`src/rtl/ycr_sleep_pkg.sv`:
```
// ycr_sleep_pkg: shared types and parameter defaults for the sleep controller.
//   sleep_st_t          : FSM state encoding (RUN, DRAIN, IDLE, WAKE)
//   SLEEP_CNT_W         : default outstanding-transaction counter width
//   SLEEP_WAKE_CYC      : default wake recovery length in cycles
//   SLEEP_TMO_W         : default drain timeout counter width
package ycr_sleep_pkg;

    localparam int SLEEP_CNT_W    = 4;
    localparam int SLEEP_WAKE_CYC = 4;
    localparam int SLEEP_TMO_W    = 8;

    typedef enum logic [1:0] {
        RUN   = 2'b00,
        DRAIN = 2'b01,
        IDLE  = 2'b10,
        WAKE  = 2'b11
    } sleep_st_t;

endpackage

```
`src/rtl/ycr_pend_cnt.sv`:
```
// ycr_pend_cnt: saturating up/down counter of outstanding bus transactions.
//   clk_in   in   free-running clock
//   reset_n  in   async active-low reset
//   inc      in   one transaction issued
//   dec      in   one transaction completed
//   cnt      out  current outstanding count (saturates at 0 and all-ones)
module ycr_pend_cnt
    import ycr_sleep_pkg::*;
#(
    parameter int CNT_W = SLEEP_CNT_W
) (
    input  logic             clk_in,
    input  logic             reset_n,
    input  logic             inc,
    input  logic             dec,
    output logic [CNT_W-1:0] cnt
);

    // Simultaneous inc and dec cancel out.
    always_ff @(posedge clk_in or negedge reset_n) begin
        if (!reset_n) begin
            cnt <= '0;
        end else if (inc && !dec && (cnt != '1)) begin
            cnt <= cnt + CNT_W'(1);
        end else if (dec && !inc && (cnt != '0)) begin
            cnt <= cnt - CNT_W'(1);
        end
    end

endmodule

```
`src/rtl/ycr_sleep_ctrl.sv`:
```
// ycr_sleep_ctrl: core-side initiator of the sleep/wake handshake with the
// source clock gate. Drains outstanding transactions, raises dst_idle, waits
// for the gate's wakeup pulse, then runs a recovery window before wake_done.
// Runs on the free-running clock.
//   clk_in, reset_n       clock / async active-low reset
//   cfg_sleep_en          sleep enable (requests dropped when 0)
//   sleep_req             request pulse from the core
//   txn_start, txn_done   bus transaction issue / completion pulses
//   irq_any               synchronised interrupt OR, aborts the drain
//   wakeup                one-cycle wake pulse from the gate
//   dst_idle              registered idle indication to the gate
//   sleep_busy            high whenever not in RUN
//   wake_done             pulse: sleep cycle complete
//   sleep_abort           pulse: drain abandoned due to irq
//   sleep_err             pulse: drain timeout (tied 0 unless enabled)
//   pend_cnt              outstanding transaction count
// Optional feature: define YCR_SLEEP_DRAIN_TMO_EN to enable the drain timeout.
module ycr_sleep_ctrl
    import ycr_sleep_pkg::*;
#(
    parameter int CNT_W    = SLEEP_CNT_W,
    parameter int WAKE_CYC = SLEEP_WAKE_CYC,
    parameter int TMO_W    = SLEEP_TMO_W
) (
    input  logic             clk_in,
    input  logic             reset_n,
    input  logic             cfg_sleep_en,
    input  logic             sleep_req,
    input  logic             txn_start,
    input  logic             txn_done,
    input  logic             irq_any,
    input  logic             wakeup,
    output logic             dst_idle,
    output logic             sleep_busy,
    output logic             wake_done,
    output logic             sleep_abort,
    output logic             sleep_err,
    output logic [CNT_W-1:0] pend_cnt
);

    if (WAKE_CYC < 3 || WAKE_CYC > 15) begin : g_bad_wake_cyc
        $error("ycr_sleep_ctrl: WAKE_CYC must be in 3..15");
    end
    if (TMO_W < 2) begin : g_bad_tmo_w
        $error("ycr_sleep_ctrl: TMO_W must be at least 2");
    end

    localparam logic [3:0] WAKE_LAST = 4'(WAKE_CYC - 1);

    sleep_st_t  state;
    logic [3:0] wake_cnt;
    logic       pend_req;   // sleep_req seen during WAKE, serviced back in RUN

    ycr_pend_cnt #(.CNT_W(CNT_W)) u_pend_cnt (
        .clk_in  (clk_in),
        .reset_n (reset_n),
        .inc     (txn_start),
        .dec     (txn_done),
        .cnt     (pend_cnt)
    );

`ifdef YCR_SLEEP_DRAIN_TMO_EN
    // Error is raised on the edge where the counter lands on all-ones.
    localparam logic [TMO_W-1:0] TMO_LAST = {{(TMO_W-1){1'b1}}, 1'b0};
    logic [TMO_W-1:0] tmo_cnt;
    logic             sleep_err_q;
    assign sleep_err = sleep_err_q;
`else
    assign sleep_err = 1'b0;
`endif

    always_ff @(posedge clk_in or negedge reset_n) begin
        if (!reset_n) begin
            state       <= RUN;
            dst_idle    <= 1'b0;
            sleep_busy  <= 1'b0;
            wake_done   <= 1'b0;
            sleep_abort <= 1'b0;
            wake_cnt    <= '0;
            pend_req    <= 1'b0;
`ifdef YCR_SLEEP_DRAIN_TMO_EN
            tmo_cnt     <= '0;
            sleep_err_q <= 1'b0;
`endif
        end else begin
            wake_done   <= 1'b0;
            sleep_abort <= 1'b0;
`ifdef YCR_SLEEP_DRAIN_TMO_EN
            sleep_err_q <= 1'b0;
`endif
            case (state)
                RUN: begin
                    if ((sleep_req || pend_req) && cfg_sleep_en) begin
                        state      <= DRAIN;
                        sleep_busy <= 1'b1;
                        pend_req   <= 1'b0;
`ifdef YCR_SLEEP_DRAIN_TMO_EN
                        tmo_cnt    <= '0;
`endif
                    end else if (!cfg_sleep_en) begin
                        pend_req <= 1'b0;
                    end
                end
                DRAIN: begin
`ifdef YCR_SLEEP_DRAIN_TMO_EN
                    tmo_cnt <= tmo_cnt + TMO_W'(1);
`endif
                    // A transaction issued this cycle is not yet counted, so
                    // it must hold off the transition as well.
                    if (irq_any) begin
                        sleep_abort <= 1'b1;
                        sleep_busy  <= 1'b0;
                        state       <= RUN;
                    end else if ((pend_cnt == '0) && !txn_start) begin
                        state    <= IDLE;
                        dst_idle <= 1'b1;
                    end
`ifdef YCR_SLEEP_DRAIN_TMO_EN
                    else if (tmo_cnt == TMO_LAST) begin
                        sleep_err_q <= 1'b1;
                        sleep_busy  <= 1'b0;
                        state       <= RUN;
                    end
`endif
                end
                IDLE: begin
                    // irq_any is deliberately ignored: the gate owns wake-up.
                    if (wakeup) begin
                        state    <= WAKE;
                        dst_idle <= 1'b0;
                        wake_cnt <= '0;
                    end
                end
                WAKE: begin
                    if (sleep_req) begin
                        pend_req <= 1'b1;
                    end
                    if (wake_cnt == WAKE_LAST) begin
                        wake_done  <= 1'b1;
                        sleep_busy <= 1'b0;
                        state      <= RUN;
                    end else begin
                        wake_cnt <= wake_cnt + 4'd1;
                    end
                end
                default: state <= RUN;
            endcase
        end
    end

endmodule

```
`config.mk`:
```
export PLATFORM = sky130hd
export DESIGN_NAME = ycr_sleep_ctrl
export DESIGN_NICKNAME = d
export VERILOG_FILES = /design/src/rtl/ycr_sleep_pkg.sv /design/src/rtl/ycr_pend_cnt.sv /design/src/rtl/ycr_sleep_ctrl.sv
export SDC_FILE = /design/constraint.sdc
export NUM_CORES = 1
export LEC_CHECK = 0
export ABC_AREA = 1
export CAP_MARGIN = 5
export CORE_MARGIN = 4
export CORE_UTILIZATION = 48
export DETAILED_ROUTE_END_ITERATION = 16
export GPL_TIMING_DRIVEN = 0
export HOLD_SLACK_MARGIN = 0.1
export PLACE_DENSITY = 0.75
export REMOVE_ABC_BUFFERS = 1
export SLEW_MARGIN = 20
export SYNTH_ARGS = -nofsm -noshare
export SYNTH_HDL_FRONTEND = slang
export SYNTH_SLANG_ARGS = --single-unit
```
`constraint.sdc`:
```
create_clock -name clk_in -period 4.1 [get_ports clk_in]
set_input_delay 0.615 -clock clk_in [delete_from_list [all_inputs] [get_ports clk_in]]
set_output_delay 0.615 -clock clk_in [all_outputs]
set_load 0.02 [all_outputs]
```
# Word level (Yosys, flattened, before mapping)
# Index checks and enable logic that the tools add are counted.
[word_totals]
reg_bits = 15
in_bits = 8
[op_classes]
addsub = 3
eq_ne = 15
mux = 27
n_reduce_logical = 22
[op_table]
columns = ["op", "n"]
rows = [
  ["4-bit 2-to-1 mux", 4],
  ["2-bit inequality test, second input constant", 8],
  ["1-bit 2-to-1 mux", 13],
  ["4-bit AND reduction", 3],
  ["2-bit 2-to-1 mux", 5],
  ["4-bit by 1-bit adder with 4-bit output, second input constant", 2],
  ["2-bit case mux with 4 select lines", 1],
  ["4-bit case mux with 2 select lines", 1],
  ["2-bit nonzero test", 4],
  ["1-bit logical AND", 6],
  ["3-bit inequality test, second input constant", 2],
  ["3-bit AND reduction", 2],
  ["2-bit == test, second input constant", 2],
  ["4-bit by 2-bit == test with 1-bit output, second input constant", 1],
  ["4-bit logical NOT", 1],
  ["4-bit inequality test, second input constant", 1],
  ["1-bit case mux with 2 select lines", 2],
  ["4-bit nonzero test", 1],
  ["4-bit by 1-bit subtractor with 4-bit output, second input constant", 1],
  ["1-bit case mux with 3 select lines", 1],
  ["3-bit nonzero test", 1],
  ["2-bit by 1-bit == test with 1-bit output, second input constant", 1],
  ["1-bit logical NOT", 2],
  ["2-bit logical NOT", 1],
  ["1-bit logical OR", 1],
]

# Depth between registers and ports, before layout
[depth]
depth_word = 5
depth_mapped = 11

# By module
# A second synthesis with hierarchy kept.
[unflattened]
hier_cells = 111
area_unflattened_um2 = 899.6
[by_module_without_submodules]
columns = ["module", "n_inst", "cells_each", "area_each_um2"]
rows = [
  ["ycr_sleep_ctrl", 1, 69, 575.6],
  ["ycr_pend_cnt", 1, 42, 324.1],
]

# Worst setup path before layout
# No wires, ideal clock.
[synth_path]
kind = "input to register"
start = "in txn_start"
end = "reg u_pend_cnt.cnt[3]"
t_arrival_ns = 1.669
required_ns = 3.982
slack_ns = 2.313
cell_stages = 10
n_path_buf = 0
cell_sequence = "inv_1 > nor2_1 > o21ai_4 > ha_1 > nand2_1 > nand2_1 > nor2_1 > nand2_1 > nand4_1 > nand2_1"
[synth_between]
elab_chain_cells = 4
[synth_rtl]
columns = ["element", "line", "rtl"]
rows = [
  ["start, declared", "ycr_sleep_ctrl.sv:29", "input logic txn_start,"],
  ["1-bit logical NOT", "ycr_pend_cnt.sv:25", "end else if (dec && !inc && (cnt != '0)) begin"],
  ["1-bit logical AND (2 in series)", "ycr_pend_cnt.sv:25", ""],
  ["2-bit nonzero test (no line)", "n/a", ""],
  ["end signal, assigned", "ycr_pend_cnt.sv:24", "cnt <= cnt + CNT_W'(1);"],
  ["end signal, assigned", "ycr_pend_cnt.sv:26", "cnt <= cnt - CNT_W'(1);"],
  ["end, declared", "ycr_pend_cnt.sv:16", "output logic [CNT_W-1:0] cnt"],
]
# Several ways; a longest one is shown, not always the timed one.
# A chain may end at the register's enable or synchronous reset.

# Final worst setup path
# Ends and elaborated chain as after synthesis.

==> results summary <==
The leakage power summed over all cells came out at 0.540 nW. The total number of yosys warnings is 0. The largest net degree at the start of global routing came out at 16.

The instance area at placement is 1030 µm². The sequential area share after synthesis is 43.6%. The worst setup slack after placement is 1.60 ns. The worst setup path category is in -> reg.

The starting density of the core came out at 50.4%. The final-report hold violation count came out at 0. In the layout the commonest cells are sky130_fd_sc_hd__nand2_1 (32), sky130_fd_sc_hd__dfrtp_1 (15), sky130_fd_sc_hd__clkdlybuf4s50_1 (15), sky130_fd_sc_hd__nor2_1 (14), sky130_fd_sc_hd__inv_1 (12). The most used cell along the critical path is sky130_fd_sc_hd__nand2_1.

Data on the critical path is required at its endpoint by 4.29 ns. In this run the core area contains 15 standard-cell rows. 0 antenna diodes ended up in the layout.

The number of buffers added on ports came out at 15. The most common cell after layout, fill and taps aside is sky130_fd_sc_hd__nand2_1. The end of the worst hold path is sleep_busy. The cell depth of the worst flop-to-flop path is 9.

The area inside the core boundary is 1710 µm². The clock root buffer is sky130_fd_sc_hd__clkbuf_4. The wire length of the first global-routing pass is 3.04 mm. After synthesis the cells add up to 861 µm². The number of search-and-repair iterations in the first detailed-routing pass is 4.

The flop and latch count out of synthesis is 15. The relative area change from synthesis to final layout came out at 23.4%. In this run the remaining antenna-violating nets after routing total 0. The area share of the largest cell type after synthesis is 43.6%. The number of vias after detailed routing is 753. The worst register-to-register path ends at u_pend_cnt.cnt[3]. The max capacitance violation total came out at 0. The worst setup path is launched from a primary input. CTS built an H-tree with a depth of 1. STA classifies the critical path endpoint as a register. For this run, the slowest stage of the critical path takes 0.52 ns.

The average size of a mapped cell is 7.83 µm². The clock net in this run drives a total of 15 sinks. On the critical path the largest part of the delay comes from simple AND/OR/NAND/NOR gates. TritonCTS built the clock tree. The final routed wire length divided by cell count came out at 11.1 µm. The instance count of the mapped netlist is 110. The number of antenna violations at the first check in global routing is 0. The distinct cell type count after synthesis came out at 23. The worst max-slew margin expressed relative to the limit came out at 56.8%.

The highest fanout seen on the critical path is 6. The finished cells cover 1060 µm². Data on the critical path arrives at its endpoint at 2.41 ns. The signal on the critical path passes through clkdlybuf4s50_1 > inv_1 > nor2_1 > o21ai_4 > ha_1 > nand2_1 > nand2_1 > nor2_1 > nand2_1 > nand4_1 > nand2_1.

The worst hold path begins at sleep_busy. The number of logic stages on the critical path including buffering is 11. Setup violations remaining at the end of the flow were counted as 0. In this run the count of I/O pins placed on the die edge is 17. The path class of the tightest hold or removal check is reg -> reg. The run finished with clean final reports. The worst path needs 2.22 ns of the cycle, external delays included. At the pin with the least slew margin, the transition time is 0.646 ns. The setup fix buffers added after clock tree synthesis came out at 0.

The worst register-to-register path has a setup slack of 2.25 ns. The biggest area contributor in the post-synthesis netlist is sky130_fd_sc_hd__dfrtp_1. The critical path starts at txn_start. The share of the cycle needed by the critical path after routing came out at 54.3%. The maximum root-to-sink buffer count is 2. The startpoint identified for the worst register-to-register timing path is u_pend_cnt.cnt[1].

The global-route total usage across every layer came out at 15.3%. The final-stage net count came out at 141. The wire length reported by the detailed router came out at 1.70 mm. The chip height came out at 50.4 µm. The worst clock skew on the final layout is 0.00153 ns.

Timing would allow up to 450 MHz. The slowest stage of the critical path is the sky130_fd_sc_hd__clkdlybuf4s50_1 cell. The max-slew violation count is 0. The count of hold-fix buffers inserted at cts came out at 0. Detailed placement finished with a half-perimeter wire length of 1.35 mm. Dividing total power by cell area gives a power density of 640 nW/µm². The setup TNS is 0 ns. The number of buffers and inverters on the critical path came out at 2. The via count normalized by instance count is 4.92. The initial detailed-routing violation count is 6. The total congestion overflow is 0. IR analysis of the VDD net gives a maximum drop of 365 µV. The number of cells traversed by the worst hold path came out at 2.

Setup repair after global routing left no endpoint under its margin. The die is 50.4 µm wide. At the end of routability-driven placement, the weighted congestion stood at 0.768. The setup slack of the critical path after layout is 1.88 ns.

The via count of the first global-routing pass came out at 767. The clock latency at the later pin of the worst-skew pair came out at 0.29 ns. The register clock-pin slew on the reported worst setup and hold paths came out at 0.09 ns. After synthesis, the cell types taking the most area are sky130_fd_sc_hd__dfrtp_1 (44%), sky130_fd_sc_hd__nand2_1 (14%), sky130_fd_sc_hd__nor2_1 (6.1%), sky130_fd_sc_hd__inv_1 (5.2%), sky130_fd_sc_hd__nand3_1 (4.7%). The number of clock buffers inserted by TritonCTS came out at 3. The fraction of layout cells with a size suffix above 1 came out at 10.2%. After layout, the design draws a total of 680 µW. The die covers 2540 µm². The post-cts gate resize count came out at 0.

The worst slack on hold paths came out at 0.480 ns. The DRC violation count after routing is 0.
-- sequential cells by signal, indices dropped and copies added, names as in the netlist, named ones only --
signal          count
u_pend_cnt.cnt      4
sleep_busy          1
wake_cnt            4
dst_idle            1
pend_req            1
state               1
wake_done           1
sleep_abort         1
-- worst register-to-register path: cells and delay by family, from the launching register on --
| kind | cells | cell delay (ns) |
|---|---|---|
| DFF | 1 | 0.47 |
| and+or+nand+nor | 7 | 0.66 |
| AOI/OAI and AO/OA | 1 | 0.28 |
| adders and majority gates | 1 | 0.33 |
-- layer usage --
metal | vias up | GRT usage (%) | routed length, µm
met2 | 16 | 27.0 | 817
met3 | 5 | 2.08 | 71
met4 | 0 | 5.38 | 28
met1 | 352 | 18.9 | 783
li1 | 380 | - | -
met5 | - | 0 | 0
-- layout make-up --
type	count	area, µm²
Fill cell	158	646
Clock inverter	1	5.00
Inverter	13	48.8
Tap cell	25	31.3
Sequential cell	15	375
Timing Repair Buffer	15	150
Multi-Input combinational cell	81	429
Clock buffer	3	22.5
-- Yosys cell counts --
cell type                 instances
sky130_fd_sc_hd__dfrtp_1         15
sky130_fd_sc_hd__a31oi_1          1
sky130_fd_sc_hd__nand2_2          3
sky130_fd_sc_hd__xnor2_1          1
sky130_fd_sc_hd__nand3_2          1
sky130_fd_sc_hd__o21ai_4          1
sky130_fd_sc_hd__nor2_1          14
sky130_fd_sc_hd__nor2_2           1
sky130_fd_sc_hd__fa_1             1
sky130_fd_sc_hd__inv_1           12
sky130_fd_sc_hd__nand2_4          1
sky130_fd_sc_hd__o22ai_1          1
sky130_fd_sc_hd__xor2_1           2
sky130_fd_sc_hd__inv_2            1
sky130_fd_sc_hd__nand3_1          8
sky130_fd_sc_hd__or2_2            1
sky130_fd_sc_hd__a21oi_1          3
sky130_fd_sc_hd__nand4_1          2
sky130_fd_sc_hd__buf_4            1
sky130_fd_sc_hd__nand2_1         32
sky130_fd_sc_hd__ha_1             3
sky130_fd_sc_hd__conb_1           1
sky130_fd_sc_hd__o21ai_0          4
-- worst max path at each step --
stage	end	slack, ns
CTS	u_pend_cnt.cnt[3]	1.90
floorplan	u_pend_cnt.cnt[3]	2.31
global placement	u_pend_cnt.cnt[3]	1.67
finish	u_pend_cnt.cnt[3]	1.88
detailed placement	u_pend_cnt.cnt[3]	1.60
global route	u_pend_cnt.cnt[3]	1.72
-- kinds of logic (layout without fill, tap and decap cells) --
group | after synthesis | count (layout) | synth area share, %
flops | 15 | 15 | 43.6
buf+inv | 14 | 32 | 6.54
other cells | 1 | 1 | 0.436
fa+ha+maj | 4 | 4 | 6.69
simple gates | 63 | 63 | 32.3
xor+xnor | 3 | 3 | 3.05
compound gates | 10 | 10 | 7.41
-- report_power, final --
part | switching [mW] | internal [mW] | total, mW
logic | 0.187 | 0.149 | 0.335
clock network | 0.0489 | 0.0363 | 0.0852
registers | 0.0618 | 0.198 | 0.260
-- through the flow --
stage / utilization, % / cells
2_1_floorplan: - / 109
3_3_place_gp: 60.6 / 149
3_5_place_dp: 60.6 / 149
4_1_cts: 62.2 / 153
5_1_grt: 62.2 / 153
6_report: 62.2 / 153
Power figures use the tool's default switching activity.
